--- config.mk ---
export PLATFORM = sky130hd
export DESIGN_NAME = wishbone_mem_decoder
export DESIGN_NICKNAME = d
export VERILOG_FILES = /design/src/rtl/wishbone_mem_decoder.sv
export SDC_FILE = /design/constraint.sdc
export NUM_CORES = 1
export LEC_CHECK = 0
export CAP_MARGIN = 20
export CORE_MARGIN = 8
export CORE_UTILIZATION = 48
export CTS_BUF_LIST = sky130_fd_sc_hd__clkbuf_4
export CTS_CLUSTER_DIAMETER = 150
export DETAILED_ROUTE_END_ITERATION = 12
export PLACE_DENSITY = 0.9
export SLEW_MARGIN = 20
export SYNTH_ARGS = -nofsm -noshare
export SYNTH_HDL_FRONTEND = slang
export SYNTH_SLANG_ARGS = --single-unit
export TNS_END_PERCENT = 10
--- constraint.sdc ---
create_clock -name clk -period 4.3 [get_ports clk]
set_input_delay 0.86 -clock clk [delete_from_list [all_inputs] [get_ports clk]]
set_output_delay 0.86 -clock clk [all_outputs]
set_load 0.01 [all_outputs]
--- src/rtl/wishbone_mem_decoder.sv ---
// Wishbone single-master to NUM_SLAVES memory interconnect with base/size windows,
// unmapped-address and ack-timeout bus errors, master abort and registered interrupt OR.
module wishbone_mem_decoder #(
  parameter int                        NUM_SLAVES = 4,
  parameter logic [32*NUM_SLAVES-1:0]  SLAVE_BASE = {32'h0300_0000, 32'h0200_0000,
                                                     32'h0100_0000, 32'h0000_0000},
  parameter logic [32*NUM_SLAVES-1:0]  SLAVE_SIZE = {4{32'h0100_0000}},
  parameter bit                        LOCAL_ADDR = 1'b1,
  parameter int                        TIMEOUT    = 1023
) (
  input  logic                         clk,
  input  logic                         rst,
  input  logic                         i_m_we,
  input  logic                         i_m_stb,
  input  logic                         i_m_cyc,
  input  logic [3:0]                   i_m_sel,
  input  logic [31:0]                  i_m_adr,
  input  logic [31:0]                  i_m_dat,
  output logic [31:0]                  o_m_dat,
  output logic                         o_m_ack,
  output logic                         o_m_err,
  output logic                         o_m_int,
  output logic [31:0]                  o_err_adr,
  output logic [NUM_SLAVES-1:0]        o_s_we,
  output logic [NUM_SLAVES-1:0]        o_s_stb,
  output logic [NUM_SLAVES-1:0]        o_s_cyc,
  output logic [3:0]                   o_s_sel,
  output logic [31:0]                  o_s_adr,
  output logic [31:0]                  o_s_dat,
  input  logic [32*NUM_SLAVES-1:0]     i_s_dat,
  input  logic [NUM_SLAVES-1:0]        i_s_ack,
  input  logic [NUM_SLAVES-1:0]        i_s_int
);

  localparam int              IDX_W    = (NUM_SLAVES > 1) ? $clog2(NUM_SLAVES) : 1;
  localparam int              CNT_W    = $clog2(TIMEOUT + 2);
  localparam logic [CNT_W-1:0] TO_LIMIT = CNT_W'(TIMEOUT);
  localparam bit              TO_EN    = (TIMEOUT != 0);

  typedef enum logic [1:0] {IDLE, ACTIVE, ERROR, RELEASE} state_t;

  state_t                  state, state_nxt;
  logic [NUM_SLAVES-1:0]   s_cyc_p0, s_cyc_nxt;
  logic [NUM_SLAVES-1:0]   s_we_p0, s_we_nxt;
  logic [31:0]             s_adr_p0, s_adr_nxt;
  logic [3:0]              s_sel_p0, s_sel_nxt;
  logic [31:0]             s_dat_p0, s_dat_nxt;
  logic [31:0]             m_dat_p0, m_dat_nxt;
  logic                    m_ack_p0, m_ack_nxt;
  logic                    m_err_p0, m_err_nxt;
  logic                    m_int_p0;
  logic [31:0]             err_adr_p0, err_adr_nxt;
  logic [CNT_W-1:0]        cnt_p0, cnt_nxt, cnt_inc;
  logic [IDX_W-1:0]        idx_p0;
  logic [31:0]             adr_p0;
  logic                    load;

  logic                    hit;
  logic [IDX_W-1:0]        hit_idx;
  logic [31:0]             hit_base;

  // 33-bit compare so a window ending at 4 GiB does not wrap to zero.
  function automatic logic in_window(input logic [31:0] adr, input logic [31:0] base,
                                     input logic [31:0] size);
    logic [32:0] top;
    top = {1'b0, base} + {1'b0, size};
    return ({1'b0, adr} >= {1'b0, base}) && ({1'b0, adr} < top);
  endfunction

  function automatic logic [NUM_SLAVES-1:0] onehot(input logic [IDX_W-1:0] idx);
    logic [NUM_SLAVES-1:0] v;
    v      = '0;
    v[idx] = 1'b1;
    return v;
  endfunction

  // Descending scan so the lowest matching index is the last one written.
  always_comb begin
    hit      = 1'b0;
    hit_idx  = '0;
    hit_base = '0;
    for (int k = NUM_SLAVES - 1; k >= 0; k--) begin
      if (in_window(i_m_adr, SLAVE_BASE[32*k +: 32], SLAVE_SIZE[32*k +: 32])) begin
        hit      = 1'b1;
        hit_idx  = IDX_W'(k);
        hit_base = SLAVE_BASE[32*k +: 32];
      end
    end
  end

  assign cnt_inc = cnt_p0 + CNT_W'(1);

  always_comb begin
    state_nxt   = state;
    s_cyc_nxt   = s_cyc_p0;
    s_we_nxt    = s_we_p0;
    s_adr_nxt   = s_adr_p0;
    s_sel_nxt   = s_sel_p0;
    s_dat_nxt   = s_dat_p0;
    m_dat_nxt   = m_dat_p0;
    m_ack_nxt   = 1'b0;
    m_err_nxt   = 1'b0;
    err_adr_nxt = err_adr_p0;
    cnt_nxt     = cnt_p0;
    load        = 1'b0;
    case (state)
      IDLE: begin
        if (i_m_cyc && i_m_stb) begin
          if (hit) begin
            load      = 1'b1;
            s_cyc_nxt = onehot(hit_idx);
            s_we_nxt  = i_m_we ? onehot(hit_idx) : '0;
            s_adr_nxt = LOCAL_ADDR ? (i_m_adr - hit_base) : i_m_adr;
            s_sel_nxt = i_m_sel;
            s_dat_nxt = i_m_dat;
            cnt_nxt   = '0;
            state_nxt = ACTIVE;
          end else begin
            err_adr_nxt = i_m_adr;
            m_dat_nxt   = '0;
            m_err_nxt   = 1'b1;
            state_nxt   = ERROR;
          end
        end
      end
      ACTIVE: begin
        if (!i_m_cyc) begin
          s_cyc_nxt = '0;
          s_we_nxt  = '0;
          state_nxt = IDLE;
        end else if (|(i_s_ack & s_cyc_p0)) begin
          m_dat_nxt = i_s_dat[{idx_p0, 5'd0} +: 32];
          m_ack_nxt = 1'b1;
          s_cyc_nxt = '0;
          s_we_nxt  = '0;
          state_nxt = RELEASE;
        end else if (TO_EN && (cnt_inc == TO_LIMIT)) begin
          m_err_nxt   = 1'b1;
          err_adr_nxt = adr_p0;
          s_cyc_nxt   = '0;
          s_we_nxt    = '0;
          state_nxt   = RELEASE;
        end else begin
          cnt_nxt = cnt_inc;
        end
      end
      ERROR:   state_nxt = RELEASE;
      RELEASE: if (!i_m_stb) state_nxt = IDLE;
      default: state_nxt = IDLE;
    endcase
  end

  // stage p0: control and registered bus outputs
  always_ff @(posedge clk or negedge rst) begin
    if (!rst) begin
      state      <= IDLE;
      s_cyc_p0   <= '0;
      s_we_p0    <= '0;
      s_adr_p0   <= '0;
      s_sel_p0   <= '0;
      s_dat_p0   <= '0;
      m_dat_p0   <= '0;
      m_ack_p0   <= 1'b0;
      m_err_p0   <= 1'b0;
      m_int_p0   <= 1'b0;
      err_adr_p0 <= '0;
      cnt_p0     <= '0;
    end else begin
      state      <= state_nxt;
      s_cyc_p0   <= s_cyc_nxt;
      s_we_p0    <= s_we_nxt;
      s_adr_p0   <= s_adr_nxt;
      s_sel_p0   <= s_sel_nxt;
      s_dat_p0   <= s_dat_nxt;
      m_dat_p0   <= m_dat_nxt;
      m_ack_p0   <= m_ack_nxt;
      m_err_p0   <= m_err_nxt;
      m_int_p0   <= |i_s_int;
      err_adr_p0 <= err_adr_nxt;
      cnt_p0     <= cnt_nxt;
    end
  end

  // stage p0: transfer context, only consumed while ACTIVE
  always_ff @(posedge clk) begin
    if (load) begin
      idx_p0 <= hit_idx;
      adr_p0 <= i_m_adr;
    end
  end

  assign o_s_cyc   = s_cyc_p0;
  assign o_s_stb   = s_cyc_p0;
  assign o_s_we    = s_we_p0;
  assign o_s_adr   = s_adr_p0;
  assign o_s_sel   = s_sel_p0;
  assign o_s_dat   = s_dat_p0;
  assign o_m_dat   = m_dat_p0;
  assign o_m_ack   = m_ack_p0;
  assign o_m_err   = m_err_p0;
  assign o_m_int   = m_int_p0;
  assign o_err_adr = err_adr_p0;

endmodule
# Word level (Yosys, flattened, before mapping)
# Index checks and enable logic that the tools add are counted.
# op_classes
addsub	2
n_lt_le_gt_ge	9
n_eq_ne	14
shift	1
n_mux	60
bitwise	1
n_reduce_logical	15
# op_table
operator	n
32-bit two-way mux	11
32-bit one-hot mux with 2 select lines	2
128-bit by 8-bit variable part select with 32-bit output	1
32-bit by 26-bit greater-or-equal comparator with 1-bit output, second input constant	2
32-bit by 26-bit < comparator with 1-bit output, second input constant	2
11-bit two-way mux	5
26-bit two-way mux	2
32-bit by 25-bit greater-or-equal comparator with 1-bit output, second input constant	1
32-bit by 25-bit < comparator with 1-bit output, second input constant	1
32-bit by 27-bit < comparator with 1-bit output, second input constant	1
4-bit two-way mux	8
32-bit subtractor	1
11-bit one-hot mux with 2 select lines	1
2-bit two-way mux	10
2-bit inequality test, second input constant	9
1-bit two-way mux	16
4-bit one-hot mux with 2 select lines	2
6-bit AND reduction	2
11-bit by 1-bit adder with 11-bit output, second input constant	1
11-bit by 10-bit equality test with 1-bit output, second input constant	1
2-bit one-hot mux with 4 select lines	1
4-bit OR reduction	2
3-bit AND reduction	2
1-bit logical AND	5
12 further kinds	13
# totals
ff_bits	190
in_bits	209
wordCells	116

# Longest topological paths before layout
# Gate-level depths: netlist (run 1).
# logic_depth
word_depth	14
mapped_depth	10
mapped_depth_nobuf	9

# Worst setup path after synthesis (run 1)
# No wires, ideal clock.
# synth_path
path_type	input port to flip-flop
start	in i_m_adr[28]
end	reg adr_p0[0] (enable)
setup_time_ps	412
t_arrival_ps	3039
required_ps	3888
path_slack_ps	850
cell_stages	5
path_cell_list	or3_1 > nor4_2 > nand2_1 > inv_2 > clkbuf_1
# synth_between
elab_chain_cells	9
# synth_rtl
item	line_no	text
from (decl)	17	input logic [31:0] i_m_adr,
32-bit by 26-bit greater-or-equal comparator with 1-bit output or 32-bit by 27-bit < comparator with 1-bit output (tied branches)	67	return ({1'b0, adr} >= {1'b0, base}) && ({1'b0, adr} < top);
1-bit logical AND	67	
1-bit two-way mux (3 in a row)	83	if (in_window(i_m_adr, SLAVE_BASE[32*k +: 32], SLAVE_SIZE[32*k +: 32])) begin
1-bit two-way mux (*)	83	
1-bit two-way mux (*)	109	if (hit) begin
1-bit two-way mux (*)	108	if (i_m_cyc && i_m_stb) begin
1-bit two-way mux (*)	106	case (state)
named net load	56	logic load;
to (signal assigned)	188	adr_p0 <= i_m_adr;
to (decl)	55	logic [31:0] adr_p0;
# The timed path passes the listed nets; every way through them passes the cells marked *.
# A chain may end at the register's enable or synchronous reset.

# Worst setup path in the final report (run 1)
# layout_path
start	in i_m_adr[28]
end	reg s_adr_p0[31] (netlist: o_s_adr[31])
# layout_between
elab_chain_cells	7
# layout_rtl
item	line_no	text
32-bit by 26-bit greater-or-equal comparator with 1-bit output or 32-bit by 27-bit < comparator with 1-bit output (tied branches)	67	
1-bit logical AND	67	
26-bit two-way mux (2 in a row)	83	
32-bit two-way mux	83	
32-bit two-way mux (*)	83	
named net hit_base[24]	60	logic [31:0] hit_base;
32-bit subtractor (*)	113	s_adr_nxt = LOCAL_ADDR ? (i_m_adr - hit_base) : i_m_adr;
to (signal assigned)	172	s_adr_p0 <= s_adr_nxt;
to (decl)	45	logic [31:0] s_adr_p0, s_adr_nxt;
# Marks and branches as above.

==> results of run 1 <==
## cell usage after synthesis, types with 2 or more instances
master,instances
a21o_1,5
a21oi_1,4
a22o_1,36
a32o_1,2
and3_1,2
buf_1,3
buf_12,3
buf_2,6
buf_4,5
buf_6,3
clkbuf_1,19
dfrtp_1,156
edfxtp_1,34
ha_1,4
inv_1,8
mux2_2,34
mux2_4,29
mux2i_1,4
mux4_2,32
nand2_1,207
nand2b_1,2
nand3_1,10
nand3_2,3
nand4_1,2
nor2_1,9
nor2b_1,3
nor3_1,6
nor4_1,3
nor4_2,2
o21a_1,3
o21ai_0,12
o21ai_4,2
o2bb2ai_1,2
o311ai_0,2
or4_1,5
or4b_1,2
xnor2_1,3
xor2_1,2
## worst reg2reg max path, delay by kind of cell, from the launching register on
family | cells | cell delay, ns
multiplexers | 1 | 0.39
AO/OA/AOI/OAI | 4 | 1.05
flip-flops | 1 | 0.48
adder cells (fa/ha/maj) | 1 | 0.32
AND/OR/NAND/NOR | 1 | 0.48
## power groups by stage
stage                     Sequential (mW)  Combinational (mW)  Clock [mW]
final                                2.24                1.58        1.04
after global routing                 2.27                1.68        1.13
after CTS                            2.24                1.60        1.06
after detailed placement             2.26                1.60           0
after global placement               2.26                1.55           0
after floorplan                      2.33               0.703           0
## final timing paths
path | slack, ns | cells after the start | to | start
setup / recovery | 1.40 | 10 | o_s_adr[31] | i_m_adr[28]
max in group asynchronous | 3.09 | 2 | o_s_dat[23] | rst
min in group clk | 0.49 | 2 | o_s_dat[5] | o_s_dat[5]
hold reg to reg | 0.49 | 2 | o_s_dat[5] | o_s_dat[5]
hold / removal | 0.25 | 1 | o_s_adr[0] | rst
setup reg to reg | 1.51 | 7 | cnt_p0[5] | cnt_p0[0]
## kinds of logic (layout without fill, tap and decap cells)
| kind of cell | Yosys count | in the layout |
|---|---|---|
| AO/OA/AOI/OAI | 74 | 74 |
| XOR/XNOR | 5 | 5 |
| adder cells (fa/ha/maj) | 5 | 5 |
| buffers and inverters | 51 | 410 |
| flip-flops | 190 | 190 |
| multiplexers | 100 | 100 |
| AND/OR/NAND/NOR | 264 | 264 |
## sequential cells by signal (all words and copies together), names as in the netlist
name,count
o_s_cyc,4
o_m_err,1
o_s_sel,4
o_s_dat,32
o_s_we,4
adr_p0,32
state,2
o_m_int,1
o_err_adr,32
cnt_p0,11
o_s_adr,32
o_m_ack,1
o_m_dat,32
idx_p0,2
## metrics by stage
stage | cell area, sq um | power (mW) | hold WS [ns] | instances | utilization
3_5_place_dp | 12400 | 3.86 | 0.462 | 1245 | 0.695
3_3_place_gp | 12400 | 3.81 | 0.456 | 1245 | 0.695
6_report | 12700 | 4.86 | 0.255 | 1277 | 0.712
5_1_grt | 12700 | 5.09 | 0.239 | 1277 | 0.712
2_1_floorplan | 8690 | 3.03 | 0.514 | 689 | -
4_1_cts | 12700 | 4.91 | 0.237 | 1277 | 0.712
## final cells by class
type | count | area (sq um)
timing repair buffer | 369 | 3670
fill | 1243 | 5140
inverter | 9 | 35.0
clock buffer | 18 | 135
sequential | 190 | 4920
multi-input combinational | 448 | 3470
clock inverter | 14 | 169
tap | 229 | 287
## per-layer routing
layer  global-route usage  up-vias
met5                    0        -
met4                0.111        0
met3               0.0860       52
met2                0.409      305
met1                0.268     3371
li1                     -     3136
==> metrics.yaml, run 1 <==
timing:
  tns_ns: 0
  rsz0062_at_grt: "false"
  worst_slew_pin_slew_ns: 0.786
  min_period_over_period: 0.675
  finalHoldViolCount: 0
  setup_viol: 0
  fmax_mhz: 344
  timing.slew.headroom: 0.476
  skew_ns: 0.0254
  setup_ws_ns: 1.40
  fin_crit_ns: 2.90
  slew_violations: 0
clocking:
  insertion_delay_ns: 0.58
  numCtsBuffers: 17
  cts-root-buf: "clkbuf_4"
  clkTransAtPathRegs_ns: 0.17
  cts.sinks: 190
  tritoncts: "done"
  cts_setup_buffers: 0
  htree_levels: 4
  postCtsHoldBufs: 0
  cts_max_path_buffers: 2
  cts_resized: 0
floorplanning:
  io_pins: 356
  dieArea_sq_um: 22700
  coreArea_sq_um: 17800
  die_width_um: 151
  initial_core_util: 0.487
  fp.dieH_um: 151
  rows: 49
logic_synthesis:
  synth-simple-area-share: 0.133
  synthCells: 689
  synthMuxAreaShare: 0.183
  yosys.area_share.adder: 0.00807
  syn_area_sq_um: 8690
  synth.distinct_cells: 58
  yosysSeqAreaShare: 0.567
  synth_top_area_share: 0.449
  synth-xor-area-share: 0.00504
  synth_area_leader_cell: "dfrtp_1"
  synth_edf_count: 34
  syn_avg_cell_area_sq_um: 12.6
  syn_nets: 903
  synth_area_leaders: "dfrtp_1 (45%), edfxtp_1 (12%), nand2_1 (8.9%), mux4_2 (8.3%), mux2_4 (5.0%)"
  yosys_most_used_dff: "dfrtp_1"
  async_flop_share: 0.821
  yosys_register_bits: 190
  synth_compound_area_frac: 0.0693
  synth_warnings: 0
  synth_top_family_by_area: "multiplexers"
power_and_ir_drop:
  power_density_nw_per_um2: 383
  p_int_mw: 3.39
  ir_worst_vdd_v: 0.000254
  pwr-share-seq: 0.461
  clkPwrFrac: 0.213
  power_frac_comb: 0.326
  p_sw_frac: 0.301
  p_leak_nw: 5.58
  p_switching_mw: 1.46
setup_path:
  cp-start-kind: "input port"
  crit_required_ns: 4.76
  critPathSlowestCell: "or4_1"
  cp_top_family: "simple AND/OR/NAND/NOR gates"
  cp.arrival_ns: 3.37
  critPathMaxFanout: 7
  cp_cell_sequence: "clkdlybuf4s50_1, or3_1, or4_1, nor2_1, ha_1, nor2b_1, nor3_1, xnor2_1, nand2_1, o21a_1"
  worstSetupPathType: "input port to register"
  cpPeakStageDelay_ns: 0.57
  critPathCaptureType: "register"
  worst-path-buf-inv: 1
run_status:
  outcome: "finished clean"
route:
  antenna_left: 0
  totalWireLength_um: 27500
  first_pass_iters: 7
  wl_met3_um: 2640
  highest_layer: "met4"
  routedWlPerCell_um: 21.5
  drc: 0
  drt_iter0_drc: 321
  dr_wl_met2_um: 13800
  dr_total_vias: 6864
  met1_length_um: 10000
  post_drt_via_cell_ratio: 5.38
grt:
  overflow: 0
  antenna_found_initial: 0
  grt_pass1_wl_um: 41800
  grt_pass1_vias: 7320
  grt.total_usage: 0.242
  grt_max_degree: 73
finish:
  final_common_cell: "clkdlybuf4s50_1"
  antenna-diode-count: 0
  layout.nets: 1249
  area_growth_pct: 46.2
  layout-drive-gt1-share: 0.151
  mostFrequentLayoutCells: "clkdlybuf4s50_1 (354), nand2_1 (206), dfrtp_1 (156)"
placed_design:
  dp_hpwl_um: 21100
  routabilityCongestion: 0.875
  pre_cts_slack_ns: 0.827
  port_buffers: 355
hold_path:
  hold_path.class: "input port to async pin"
flow_run:
  cap_violations: 0
Note: power is estimated with default switching activity, not from simulation.
==> run 2, diff against run 1 <==
--- a/config.mk
+++ b/config.mk
@@ -7,11 +7,11 @@
 export LEC_CHECK = 0
 export CAP_MARGIN = 20
 export CORE_MARGIN = 8
-export CORE_UTILIZATION = 48
+export CORE_UTILIZATION = 40
 export CTS_BUF_LIST = sky130_fd_sc_hd__clkbuf_4
 export CTS_CLUSTER_DIAMETER = 150
 export DETAILED_ROUTE_END_ITERATION = 12
-export PLACE_DENSITY = 0.9
+export PLACE_DENSITY = 0.8
 export SLEW_MARGIN = 20
 export SYNTH_ARGS = -nofsm -noshare
 export SYNTH_HDL_FRONTEND = slang
==> constraint.sdc (replaced) <==
create_clock -name clk -period 2.5 [get_ports clk]
set_input_delay 0.5 -clock clk [delete_from_list [all_inputs] [get_ports clk]]
set_output_delay 0.5 -clock clk [all_outputs]
set_load 0.01 [all_outputs]
==> metrics.yaml, run 2 (same netlist as run 1, synthesis figures left out) <==
run_status:
  outcome: "finished clean"
timing:
  slew_violations: 0
  setup_viol: 0
  worst_slew_pin_slew_ns: 0.667
  min_period_over_period: 0.981
  timing.slew.headroom: 0.555
  fmax_mhz: 408
  fin_crit_ns: 2.45
  finalHoldViolCount: 0
  setup_ws_ns: 0.0483
  rsz0062_at_grt: "true"
  skew_ns: 0.0243
setup_path:
  critPathCaptureType: "register"
  critPathSlowestCell: "or4b_1"
  cpPeakStageDelay_ns: 0.48
  reg2reg_depth: 9
  cp-start-kind: "register"
  endpoint: "o_err_adr[0]"
  cp_cell_sequence: "buf_4, a21bo_1, or4b_1, o211ai_2, nand4_4, o21ai_4, buf_12, buf_12, mux2_2"
  r2r_start: "cnt_p0[0]"
  cp.arrival_ns: 2.93
  crit_required_ns: 2.98
  reg2reg_slack_ns: 0.05
  critPathMaxFanout: 9
  cpMostUsedCell: "buf_12"
  startpoint: "cnt_p0[0]"
  r2r-end: "o_err_adr[0]"
  worstSetupPathType: "register to register"
finish:
  mostFrequentLayoutCells: "clkdlybuf4s50_1 (354), nand2_1 (206), dfrtp_1 (155)"
  layout-drive-gt1-share: 0.191
  final_common_cell: "clkdlybuf4s50_1"
  post-route-util: 0.618
  layout.nets: 1298
  area_growth_pct: 53.2
  final_area_sq_um: 13300
hold_path:
  hold_path.class: "input port to register"
floorplanning:
  initial_core_util: 0.403
  rows: 54
  coreArea_sq_um: 21600
  die_width_um: 163
  fp.dieH_um: 163
  dieArea_sq_um: 26700
  io_pins: 356
grt:
  antenna_found_initial: 1
  busiest_layer: "met2"
  grt_pass1_wl_um: 42300
  met2_usage: 0.339
  grt_max_degree: 67
  grt_use_met3: 0.0822
  overflow: 0
  grt.total_usage: 0.205
  grt_pass1_vias: 7409
  met1_usage: 0.237
placed_design:
  port_buffers: 355
  pre_cts_slack_ns: -0.539
  dp_hpwl_um: 21600
  place_area_sq_um: 12900
  routabilityCongestion: 0.819
clocking:
  numCtsBuffers: 17
  cts-root-buf: "clkbuf_4"
  cts_max_path_buffers: 2
  cts.sinks: 190
  tritoncts: "done"
  clkTransAtPathRegs_ns: 0.19
  htree_levels: 4
  insertion_delay_ns: 0.58
power_and_ir_drop:
  power_density_nw_per_um2: 636
  p_leak_nw: 5.87
  ir_worst_vdd_v: 0.000399
route:
  post_drt_via_cell_ratio: 5.05
  first_pass_iters: 4
  dr_total_vias: 6968
  drc: 0
  drt_iter0_drc: 297
  routedWlPerCell_um: 20.0
  totalWireLength_um: 27600
  antenna_left: 0
flow_run:
  cap_violations: 0
-- run 2: worst min-delay path by stage --
stage,cells after the start,endpoint,start,slack (ns)
2_1_floorplan,0,cnt_p0[0],rst,0.20
3_3_place_gp,2,o_s_dat[24],o_s_dat[24],0.46
3_5_place_dp,2,o_s_dat[15],o_s_dat[15],0.46
4_1_cts,3,o_s_sel[3],i_m_sel[3],0.35
5_1_grt,3,o_s_dat[31],i_m_dat[31],0.37
6_report,3,o_s_sel[3],i_m_sel[3],0.42
-- run 2: what timing repair did --
| item | in CTS | in global routing |
|---|---|---|
| buffers inserted | 0 | 1 |
| hold buffers | 1 | 0 |
| gates resized for setup | 0 | 3 |
| endpoints found under the setup margin | 0 | 13 |
| endpoints found under the hold margin | 61 | 0 |
-- run 2: power breakdown --
part | switching, mW | leakage, nW | internal [mW]
clock | 1.26 | 0.168 | 0.495
combinational | 1.13 | 3.31 | 1.77
sequential | 0.266 | 2.40 | 3.55
-- run 2: critical path, delay by kind of cell, from the launching register on --
family,cells,cell delay (ns)
compound gates,3,0.53
buf+inv,3,0.45
flops,1,0.42
mux,1,0.34
simple gates,2,0.63
-- run 2: stage by stage --
| step | std cells | hold WS, ns | TNS, ns | total power, mW |
|---|---|---|---|---|
| 6_report | 1379 | 0.419 | 0 | 8.47 |
| 5_1_grt | 1379 | 0.369 | -0.0214 | 8.92 |
| 4_1_cts | 1375 | 0.351 | 0 | 8.57 |
| 3_5_place_dp | 1342 | 0.461 | -34.28 | 6.77 |
| 3_3_place_gp | 1342 | 0.457 | -28.28 | 6.70 |
| 2_1_floorplan | 689 | 0.204 | -0.0662 | 5.21 |
-- run 2: area by class of cell --
type / count / area, sq um
inverter: 9 / 35.0
antenna: 2 / 5.00
tap: 280 / 350
multi-input combinational: 448 / 3480
timing repair buffer: 418 / 4200
clock buffer: 17 / 128
sequential: 190 / 4930
clock inverter: 15 / 185
fill: 1677 / 8240
-- run 2: routing by layer --
layer | routed length [um] | part of all wire | up-vias
li1 | - | - | 3241
met1 | 10800 | 0.39 | 3406
met2 | 13400 | 0.48 | 283
met3 | 2680 | 0.097 | 38
met4 | 809 | 0.029 | 0
met5 | 0 | 0 | -
==> run 3, diff against run 2 <==
==> constraint.sdc (replaced) <==
create_clock -name clk -period 2.5 [get_ports clk]
set_input_delay 0.5 -clock clk [delete_from_list [all_inputs] [get_ports clk]]
set_output_delay 0.5 -clock clk [all_outputs]
set_load 0.02 [all_outputs]
==> results of run 3 <==
Same layout as run 2 (identical final DEF). Status: finished clean.
Main changes from that run: total power 8.47 mW -> 8.75 mW; worst IR drop on VDD 0.000399 V -> 0.000414 V
